--- src/rtl/addsub_arbiter.sv ---
// Round-robin arbiter sharing one combinational add/subtract unit among NUM_REQ
// requesters, with a single registered, tagged, backpressured response slot.
module addsub_arbiter #(
  parameter int unsigned DATA_WIDTH = 32,
  parameter int unsigned NUM_REQ    = 4,
  localparam int unsigned ID_W      = $clog2(NUM_REQ)
) (
  input  logic                          module_clk_i,
  input  logic                          module_rst_ni,
  input  logic [NUM_REQ-1:0]            req_valid_i,
  output logic [NUM_REQ-1:0]            req_ready_o,
  input  logic [NUM_REQ*DATA_WIDTH-1:0] req_a_i,
  input  logic [NUM_REQ*DATA_WIDTH-1:0] req_b_i,
  input  logic [NUM_REQ-1:0]            req_ci_i,
  input  logic [NUM_REQ-1:0]            req_add_sub_i,
  output logic                          asu_en_o,
  output logic [DATA_WIDTH-1:0]         asu_a_o,
  output logic [DATA_WIDTH-1:0]         asu_b_o,
  output logic                          asu_ci_o,
  output logic                          asu_add_sub_o,
  input  logic [DATA_WIDTH-1:0]         asu_sum_i,
  input  logic                          asu_co_i,
  output logic                          resp_valid_o,
  input  logic                          resp_ready_i,
  output logic [ID_W-1:0]               resp_id_o,
  output logic [DATA_WIDTH-1:0]         resp_sum_o,
  output logic                          resp_co_o,
  output logic [31:0]                   op_count_o
);

  localparam int unsigned LAST = NUM_REQ - 1;

  logic [ID_W-1:0] ptr;
  logic [ID_W-1:0] winner;
  logic [ID_W-1:0] idx;
  logic            found;
  logic            slot_free;
  logic            grant;

  assign slot_free = !resp_valid_o || resp_ready_i;
  assign grant     = found && slot_free;

  // First valid requester at or after ptr, searching modulo NUM_REQ
  always_comb begin
    found  = 1'b0;
    winner = '0;
    idx    = '0;
    for (int unsigned i = 0; i < NUM_REQ; i++) begin
      idx = ID_W'((32'(ptr) + i) % NUM_REQ);
      if (!found && req_valid_i[idx]) begin
        found  = 1'b1;
        winner = idx;
      end
    end
  end

  // Unit operands are forced to zero whenever nothing is granted
  always_comb begin
    req_ready_o   = '0;
    asu_en_o      = 1'b0;
    asu_a_o       = '0;
    asu_b_o       = '0;
    asu_ci_o      = 1'b0;
    asu_add_sub_o = 1'b0;
    if (grant) begin
      req_ready_o[winner] = 1'b1;
      asu_en_o            = 1'b1;
      asu_a_o             = req_a_i[32'(winner)*DATA_WIDTH +: DATA_WIDTH];
      asu_b_o             = req_b_i[32'(winner)*DATA_WIDTH +: DATA_WIDTH];
      asu_ci_o            = req_ci_i[winner];
      asu_add_sub_o       = req_add_sub_i[winner];
    end
  end

  // Response slot: a grant overwrites it even while it drains, so no bubble
  always_ff @(posedge module_clk_i or negedge module_rst_ni) begin
    if (!module_rst_ni) begin
      ptr          <= '0;
      resp_valid_o <= 1'b0;
      resp_id_o    <= '0;
      resp_sum_o   <= '0;
      resp_co_o    <= 1'b0;
      op_count_o   <= '0;
    end else if (grant) begin
      ptr          <= (winner == ID_W'(LAST)) ? '0 : winner + ID_W'(1);
      resp_valid_o <= 1'b1;
      resp_id_o    <= winner;
      resp_sum_o   <= asu_sum_i;
      resp_co_o    <= asu_co_i;
      op_count_o   <= op_count_o + 32'd1;
    end else if (resp_valid_o && resp_ready_i) begin
      resp_valid_o <= 1'b0;
    end
  end

endmodule

--- config.mk ---
export PLATFORM = sky130hd
export DESIGN_NAME = addsub_arbiter
export DESIGN_NICKNAME = d
export VERILOG_FILES = /design/src/rtl/addsub_arbiter.sv
export SDC_FILE = /design/constraint.sdc
export NUM_CORES = 1
export LEC_CHECK = 0
export CAP_MARGIN = 20
export CORE_AREA = 3 3 170 172
export CTS_CLUSTER_DIAMETER = 40
export DETAILED_ROUTE_END_ITERATION = 16
export DIE_AREA = 0 0 173 175
export PLACE_DENSITY_LB_ADDON = 0.25
export SYNTH_ARGS = -nofsm -noshare
export SYNTH_HDL_FRONTEND = slang
export SYNTH_SLANG_ARGS = --single-unit
export TNS_END_PERCENT = 5
--- constraint.sdc ---
create_clock -name module_clk_i -period 1.7 [get_ports module_clk_i]
set_input_delay 0.255 -clock module_clk_i [delete_from_list [all_inputs] [get_ports module_clk_i]]
set_output_delay 0.255 -clock module_clk_i [all_outputs]
set_load 0.02 [all_outputs]
==> results of run 1 <==
-- cell families (layout without fill, tap and decap cells) --
family / after synthesis / after routing / share of synthesized area
simple gates: 180 / 180 / 0.170
mux: 132 / 132 / 0.267
buf+inv: 40 / 540 / 0.0514
other cells: 0 / 4 / 0
xor+xnor: 31 / 31 / 0.0550
compound gates: 74 / 74 / 0.0965
flops: 70 / 70 / 0.355
fa+ha+maj: 2 / 2 / 0.00506
-- metrics by stage --
stage | setup TNS (ns) | utilization | std cells | hold WS [ns]
2_1_floorplan | -6.25 | - | 529 | -0.0406
4_1_cts | -55.18 | 0.401 | 1403 | 0.412
5_1_grt | -58.74 | 0.406 | 1409 | 0.440
6_report | -50.53 | 0.406 | 1411 | 0.433
3_3_place_gp | -106.33 | 0.388 | 1382 | 0.322
3_5_place_dp | -109.50 | 0.388 | 1382 | 0.318
-- registers in the layout, indices dropped and copies added, names as in the netlist --
| name | cells |
|---|---|
| resp_valid_o | 1 |
| op_count_o | 32 |
| resp_co_o | 1 |
| resp_sum_o | 32 |
| ptr | 2 |
| resp_id_o | 2 |
-- area by class of cell --
| cell class | count | area share |
|---|---|---|
| Antenna cell | 4 | 0.000892 |
| Inverter | 2 | 0.000892 |
| Multi-Input combinational cell | 419 | 0.320 |
| Sequential cell | 70 | 0.156 |
| Tap cell | 378 | 0.0422 |
| Timing Repair Buffer | 522 | 0.454 |
| Clock inverter | 7 | 0.00513 |
| Clock buffer | 9 | 0.0201 |
-- worst max-delay path: cells and delay by family (launching register included) --
family / cells / cell delay, ns
compound gates: 2 / 0.27
buf+inv: 4 / 0.71
flops: 1 / 0.43
mux: 1 / 0.28
simple gates: 2 / 0.26
-- synthesized netlist by cell type --
cell	instances	share of area
dfrtp_1	70	0.35
nor4_4	2	0.0086
nand2_1	124	0.094
inv_4	1	0.0013
nand4_1	7	0.0089
mux2i_1	132	0.27
inv_1	1	0.00076
nand2b_1	2	0.0025
or3_1	1	0.0013
o21ai_1	2	0.0020
a2bb2oi_1	1	0.0018
buf_4	7	0.011
buf_2	24	0.024
nand3_1	12	0.012
buf_6	6	0.014
and4_4	1	0.0023
ha_1	2	0.0051
nand3_2	1	0.0020
o31ai_1	1	0.0015
o21ai_0	1	0.0010
nand2_4	2	0.0046
xnor2_1	26	0.046
clkbuf_1	1	0.00076
and3_1	5	0.0063
or4_1	1	0.0015
a21oi_1	1	0.0010
and4_1	4	0.0071
o221a_2	1	0.0023
nor2_1	11	0.0084
and2_1	1	0.0013
nor3_2	2	0.0041
nor2b_1	4	0.0051
o22ai_1	66	0.084
xor2_1	5	0.0089
o21ai_4	1	0.0033
-- worst min path at each step --
stage	start	endpoint	slack (ns)	depth (start not counted)
6_report	asu_sum_i[12]	resp_sum_o[12]$_DFFE_PN0P_	0.43	3
5_1_grt	asu_sum_i[24]	resp_sum_o[24]$_DFFE_PN0P_	0.44	3
4_1_cts	asu_sum_i[12]	resp_sum_o[12]$_DFFE_PN0P_	0.41	3
3_5_place_dp	module_rst_ni	op_count_o[9]$_DFFE_PN0P_	0.32	2
3_3_place_gp	module_rst_ni	op_count_o[16]$_DFFE_PN0P_	0.32	2
2_1_floorplan	module_rst_ni	op_count_o[0]$_DFFE_PN0P_	-0.04	0
-- routing by layer --
metal	up-vias	share of wire	global-route usage
li1	2895	-	-
met1	2769	0.42	0.213
met2	251	0.48	0.282
met3	28	0.080	0.0600
met4	6	0.016	0.0476
met5	-	0.0016	0
-- power breakdown --
group,internal (mW),total [mW],switching (mW),leakage (nW)
clock,1.01,1.80,0.790,0.134
combinational,3.98,7.83,3.85,4.09
sequential,1.87,1.99,0.120,0.897
total,6.85,11.6,4.76,5.12
-- timing repair --
| action | CTS | global route |
|---|---|---|
| buffers inserted | 3 | 2 |
| setup endpoints to repair | 138 | 120 |
| pin swaps | 8 | 3 |
| hold buffers | 1 | 0 |
| hold endpoints to repair | 70 | 0 |
| resized for setup | 247 | 94 |
| cloned | 1 | 2 |
==> results.txt, run 1 <==
pin count of the biggest net entering global routing - 71
Design Area, Final - 11,200 µm²
FF-to-FF Start - ptr[0]$_DFFE_PN0P_
vias in the first global route - 6,046
die width - 173 µm
filler cell count - 2,735
status - finished, violations left
Lkg Pwr - 5.12 nW
Core Rows - 61
CP Capture Point - asu_ci_o
r2r setup slk - -0.12 ns
Clock Tree Buf Depth - 2
I/O pin cnt - 443
TritonCTS Sinks - 70
min setup slack post-route - -0.852 ns
CP required - 1.44 ns
Crit path arrival time - 2.30 ns
syn_nets - 835
max cap viols - 0
die height - 175 µm
PwrDens - 1040 nW/µm²
Post-Route WL - 27,700 µm
slew of the pin with the lowest slew margin - 0.388 ns
Root Buffer - clkbuf_16
Fin. Hold Viols - 0
CP startpoint kind - flop
commonest non-fill, non-tap cell in the layout - clkdlybuf4s50_1
Clock transition at path regs - 0.07 ns
CTS tree - built
Worst Skew - 0.00828 ns
via count - 5,949
cell count after synthesis - 529
Setup crit start - ptr[0]$_DFFE_PN0P_
Final Critical Period - 2.55 ns
nets - 1,330
slew margin rel. - 0.741
Setup Viol. Count Final - 74
Max H-tree Level - 3
Area Growth Syn to Fin - 127%
crit path kind - flop to primary output
RSZ-0062 raised after global routing - yes
drt pass-1 iters - 4
Mapped Area - 4940 µm²
kind of end point of the critical path - primary output
CP peak stage delay - 0.43 ns
critical path, cell by cell - nor2b_1 -> nor2_2 -> a2bb2oi_4 -> buf_12 -> buf_4 -> mux2i_1 -> buf_4 -> o22ai_2 -> buf_4
#FFs+latches synth - 70
Syn. warnings - 0
antenna violations before repair - 7
maximum VDD drop - 0.613 mV
Hold Path Class - input pin to flop
Iteration-0 DRC Markers - 175
crit-path max FO - 16
Worst R2R End - ptr[0]$_DFFE_PN0P_
area of the multi-input gates - 3590 µm²
R2R cell count - 8
Total Die Area - 30,300 µm²
GRT Residual Overflow - 0
placed cell areas - 10,700 µm²
most frequent CP cell - buf_4
first-pass GRT wire length - 39,700 µm
antenna violation net count after detailed routing - 0
Avg Inst Size Synth - 9.34 µm²
DR WL/cell - 19.6 µm
Cell variety after synth - 35
dpl hpwl - 22,300 µm
Slew Limit Fails - 0
share of cells above drive strength 1 - 0.266
period utilisation layout - 1.50
Worst-Skew Late Latency - 0.34 ns
core area - 27,600 µm²
sequential area share after synthesis - 0.355
FF/Latch Area - 1750 µm²
starting density of the core - 0.179
Max stage delay cell, worst path - dfrtp_1
detail-routed via count per cell - 4.22
Place WS - -1.22 ns
# DRC - 0
total CTS buffers - 9
Port Buffer Count - 442
Power, Total - 11.6 mW
routability cong. - 0.800
Max Freq - 0.392 GHz
most frequent cells in the layout - 345 x clkdlybuf4s50_1, 124 x nand2_1, 109 x mux2i_1
failing checks - setup timing
Tot GR Track Use - 0.171
No activity file was read; power rests on OpenSTA's default activity.
==> run 2: changes to the inputs <==
- CTS_CLUSTER_DIAMETER: 40 -> 50
- HOLD_SLACK_MARGIN: unset -> 0.05
==> results of run 2 <==
The final DEF is identical to that of run 1; final timing and power are the same.
==> edit 1: new RTL, config.mk and constraints of run 1 <==
Set the parameter `DATA_WIDTH` to 28 (it was 32).
--- a/src/rtl/addsub_arbiter.sv
+++ b/src/rtl/addsub_arbiter.sv
@@ -2,5 +2,5 @@
 // requesters, with a single registered, tagged, backpressured response slot.
 module addsub_arbiter #(
-  parameter int unsigned DATA_WIDTH = 32,
+  parameter int unsigned DATA_WIDTH = 28,
   parameter int unsigned NUM_REQ    = 4,
   localparam int unsigned ID_W      = $clog2(NUM_REQ)
Ports: changed (6 resized); port bits go from 443 to 395. No check against the original RTL was run, so the function may have changed too.
==> edit 1 against run 1 <==
  * The run still ends with negative setup slack left
  * Die area stayed put
  * Register-to-register slack improved by 0.16 ns
  * Cell area fell by 5.0%
  * Total power decreased by 8.9%
  * Sequential cell count shrank 4
  * Routed wire length down 9.3%
  * Area after synthesis is 8.4% lower
  * Setup slack better by 0.086 ns
  * Critical path type unchanged
  * Largest cell class unchanged
  * Largest power group unchanged
==> edit 1: results (changes against run 1) <==
status=complete, but fails checks; violated checks=negative setup slack; GRT met3 Usage=5.93% (-0.065 points); setup ws final=-0.766 ns (+0.0858 ns); static leakage power=4.57 nW (-11%); maximum vdd ir drop=0.000614 V (+0.25%); vias in the first global route=5,422 (-10%); Critical Path Source=ptr[1]; antenna cells=3 (-1); Met2 Wirelength=12,000 um (-9.4%); Signal inverters=3 (+1); Total Wirelength=25,100 um (-9.3%); layout cells sized above 1=33.8% (+7.2 points); DP Wirelength=19,900 um (-11%); number of post-CTS setup repair buffers=6 (+3); Finished Core Util=38.5% (-2.0 points); Syn Nets=700 (-16%); clkbuf count=10 (+1); register area share after synthesis=36.5% (+1.0 points); Non-clock buffer share=45.1% (-0.32 points); multi-input combinational area share=31.8% (-0.21 points); Fillers=2,819 (+3.1%); Clock Network Area Fraction=2.83% (+0.31 points); multi-input gate count=330 (-21%); first-pass GRT wire length=35,800 um (-9.6%); routed wl met3=2270 um (+2.8%); vias after detailed routing=5,271 (-11%); largest net degree at the start of global routing=67 (-5.6%); Non-CTS buffers=477 (-8.6%); # resized after CTS=310 (+26%); reg2reg path depth=6 (-2); flop-to-flop setup slack=0.04 ns (+0.16 ns); fin nets=1,160 (-13%); clk slew on worst S/H paths=0.06 ns; PortBufs=394 (-11%); synth top area cells=dfrtp_1 (36%), mux2i_1 (26%), o22ai_1 (8.0%); met1 wire length=10,300 um (-12%); Worst-Margin Slew=0.388 ns (-0.000372 ns); gr usage total=15.5% (-1.7 points); Commonest cells post-synth=mux2i_1 (116), dfrtp_1 (66), o22ai_1 (58); antenna violations before repair=3 (-4); M1 GR Usage=19.2% (-2.1 points); H-tree Lvls=3 (unchanged); clock latency on the worst-skew pair=0.33 ns; top sig layer=met4; Final setup violation count=62 (-16%); Placer Congestion=0.807 (+0.86%); Seq/total area=15.5% (-0.11 points); arrival time at the worst endpoint=2.21 ns (-0.09 ns); FF-to-FF End=resp_sum_o[3]; drt initial violations=181 (+3.4%); worst min path class=input pin to asynchronous set/reset pin
-- edit 1: cell types whose count changed after synthesis, moves of 5 or more --
cell,before,now
nand2_1,124,31
o22ai_1,66,58
mux2_2,0,30
nand3_1,12,4
xnor2_1,26,16
nor3_1,0,5
xor2_1,5,15
mux2i_1,132,116
buf_4,7,2
buf_6,6,1
-- edit 1: per-stage QoR --
step	cells	total power [mW]	TNS (ns)	hold WS [ns]	setup WS, ns
3_3_place_gp	1244	8.14	-101.25	0.314	-1.14
5_1_grt	1272	11.1	-50.69	0.500	-0.891
4_1_cts	1272	10.6	-57.57	0.478	-0.818
2_1_floorplan	427	5.15	-10.17	-0.0406	-0.211
3_5_place_dp	1244	8.14	-102.52	0.313	-1.15
6_report	1272	10.6	-41.66	0.464	-0.766
-- edit 1: worst min path at each step --
stage	slack (ns)	end	startpoint
CTS	0.48	op_count_o[17]	module_rst_ni
global route	0.50	op_count_o[17]	module_rst_ni
finish	0.46	op_count_o[29]	module_rst_ni
global placement	0.31	op_count_o[25]	module_rst_ni
floorplan	-0.04	op_count_o[0]	module_rst_ni
detailed placement	0.31	op_count_o[17]	module_rst_ni
-- edit 1: kinds of logic after synthesis --
group / Yosys count / share of synthesized area [%]
flops: 66 / 36.5
mux: 146 / 33.1
simple gates: 82 / 10.4
fa+ha+maj: 5 / 1.38
buf+inv: 31 / 3.54
compound gates: 66 / 9.12
xor+xnor: 31 / 6.00
-- edit 1: power breakdown --
group	total, mW	internal (mW)	switching, mW
Sequential	1.90	1.77	0.133
Clock	1.90	1.17	0.723
Combinational	6.78	3.64	3.14
Total	10.6	6.59	3.99
-- edit 1: tightest hold or removal path: stages --
cell and delay (ns):
dlygate4sd3_1 0.52, buf_2 0.12, buf_12 0.30
==> edit 2: new RTL, flow settings as in run 1 <==
Without the edit above. Make the reset (`module_rst_ni`) synchronous in one clocked block.
--- a/src/rtl/addsub_arbiter.sv
+++ b/src/rtl/addsub_arbiter.sv
@@ -74,5 +74,5 @@
 
   // Response slot: a grant overwrites it even while it drains, so no bubble
-  always_ff @(posedge module_clk_i or negedge module_rst_ni) begin
+  always_ff @(posedge module_clk_i) begin
     if (!module_rst_ni) begin
       ptr          <= '0;
Behaviour: differs if module_rst_ni is asserted again (counterexample within 4 cycles, from zero or initial values and one cycle with module_rst_ni low); with module_rst_ni held inactive, the same outputs for 4 cycles.
==> edit 2 against run 1 <==
  * The flow still finishes with violations (negative setup slack)
  * Routed wire length is 1.4% higher
  * Setup slack improved by 0.10 ns
  * Total power fell by 21%
  * Sequential cell count did not move
  * Sequential power shrank 12%
  * Area after synthesis increased by 0.41%
  * Cell area is 11% higher
  * Die area stayed put
  * Synthesized cell count up 10%
  * Combinational power is 30% lower
  * Critical endpoint is now asu_a_o[12]
  * Largest power group unchanged
==> edit 2: results (changes against run 1) <==
static leakage power=4.86 nW (-5.2%); Commonest cells post-synth=mux2i_1 (133), nand2_1 (86), dfxtp_1 (70); Final Non-Filler Cells=1,468 (+4.0%); arrival time at the worst endpoint=2.19 ns (-0.11 ns); violated checks=negative setup slack; layout cells sized above 1=35.0% (+8.4 points); ys async rst share=0% (-100 points); post-place setup slack=-1.22 ns (+0.000110 ns); placed cell area=0.0111 sq mm (+3.5%); first-pass GRT wire length=40,000 um (+0.82%); Placer Congestion=0.804 (+0.42%); Final setup violation count=86 (+16%); PortBufs=442 (unchanged); GRT met3 Usage=4.54% (-1.5 points); H-tree Lvls=3 (unchanged); Total Wirelength=28,100 um (+1.4%); Worst Clk Skew=0.00865 ns (+0.000373 ns); clock latency on the worst-skew pair=0.33 ns; met1 wire length=12,100 um (+4.0%); setup ws final=-0.749 ns (+0.103 ns); vias after detailed routing=6,384 (+7.3%); vias in the first global route=6,297 (+4.2%); M1 GR Usage=22.2% (+0.86 points); CP Max Fanout=8 (-8); internal power=5.90 mW (-14%); maximum vdd ir drop=0.000473 V (-23%); drt initial violations=185 (+5.7%); reg2reg path depth=6 (-2); gr usage total=16.8% (-0.32 points); Pre-Repair DR Iteration Count=4 (unchanged); Hold Path Cell Cnt=3 (unchanged); CTS root buf=clkbuf_16; top sig layer=met4; Final TNS setup=-43.46 ns (+7.06 ns); sequential power=1.75 mW (-12%); register area share after synthesis=28.2% (-7.2 points); clk slew on worst S/H paths=0.06 ns; DP Wirelength=21,300 um (-4.5%); status=complete, but fails checks; synth top area cells=dfxtp_1 (28%), mux2i_1 (27%), o22ai_1 (8.3%); Design Power=9.18 mW (-21%); Largest regs=op_count_o (32), resp_sum_o (32); synth warn=0 (unchanged); grt met2 use=27.6% (-0.56 points); CTS buffer count=9 (unchanged); Syn Nets=889 (+6.5%); routed wl met3=1840 um (-17%); post-synth cell types=36 (+2.9%); fin nets=1,389 (+4.4%); largest net degree at the start of global routing=71 (unchanged); post-synthesis cell count=583 (+10%); antenna violations before repair=3 (-4); Met2 Wirelength=13,700 um (+2.9%); worst min path class=input pin to flip-flop; clk buf depth=2 (unchanged); Worst-Margin Slew=0.318 ns (-0.0707 ns); Clock group=1.95 mW (+8%)
## edit 2: critical path, cell delays in order (launching register included)
cell       delay (ns)
dfxtp_2          0.32
inv_1            0.06
a21oi_2          0.18
a2bb2oi_4        0.26
buf_12           0.21
clkbuf_16        0.20
mux2i_2          0.25
buf_4            0.17
o22ai_4          0.06
buf_6            0.14
## edit 2: final timing paths
check	end	startpoint	slack (ns)
setup / recovery	asu_a_o[12]	ptr[0]	-0.75
hold / removal	resp_valid_o	req_valid_i[2]	0.31
setup reg to reg	op_count_o[16]	op_count_o[6]	-0.13
hold reg to reg	resp_sum_o[13]	resp_sum_o[13]	0.46
## edit 2: kinds of logic (layout without fill, tap and decap cells)
| kind of cell | after synthesis | in the layout | synth area share, % |
|---|---|---|---|
| AO/OA/AOI/OAI | 115 | 115 | 15.5 |
| AND/OR/NAND/NOR | 175 | 175 | 18.6 |
| buffers and inverters | 60 | 565 | 5.45 |
| flip-flops | 70 | 70 | 28.2 |
| adder cells (fa/ha/maj) | 2 | 2 | 0.504 |
| XOR/XNOR | 28 | 28 | 4.94 |
| other | 0 | 2 | 0 |
| multiplexers | 133 | 133 | 26.8 |
## edit 2: area by class of cell
cell class / instances / area, sq um
flip-flops and latches: 70 / 1450
multi-input cells: 453 / 4690
clock buffers: 10 / 239
repair buffers: 539 / 5520
well taps: 378 / 473
fillers: 2695 / 15100
clock inverters: 6 / 67.6
inverters: 10 / 40.0
diodes: 2 / 5.00
## edit 2: repair_timing
item                                    in CTS  in global routing
gates cloned                                 4                  3
pin swaps                                    7                 14
hold buffers                                 0                  0
setup buffers                                9                 11
resized for setup                          343                171
endpoints found under the setup margin     142                143
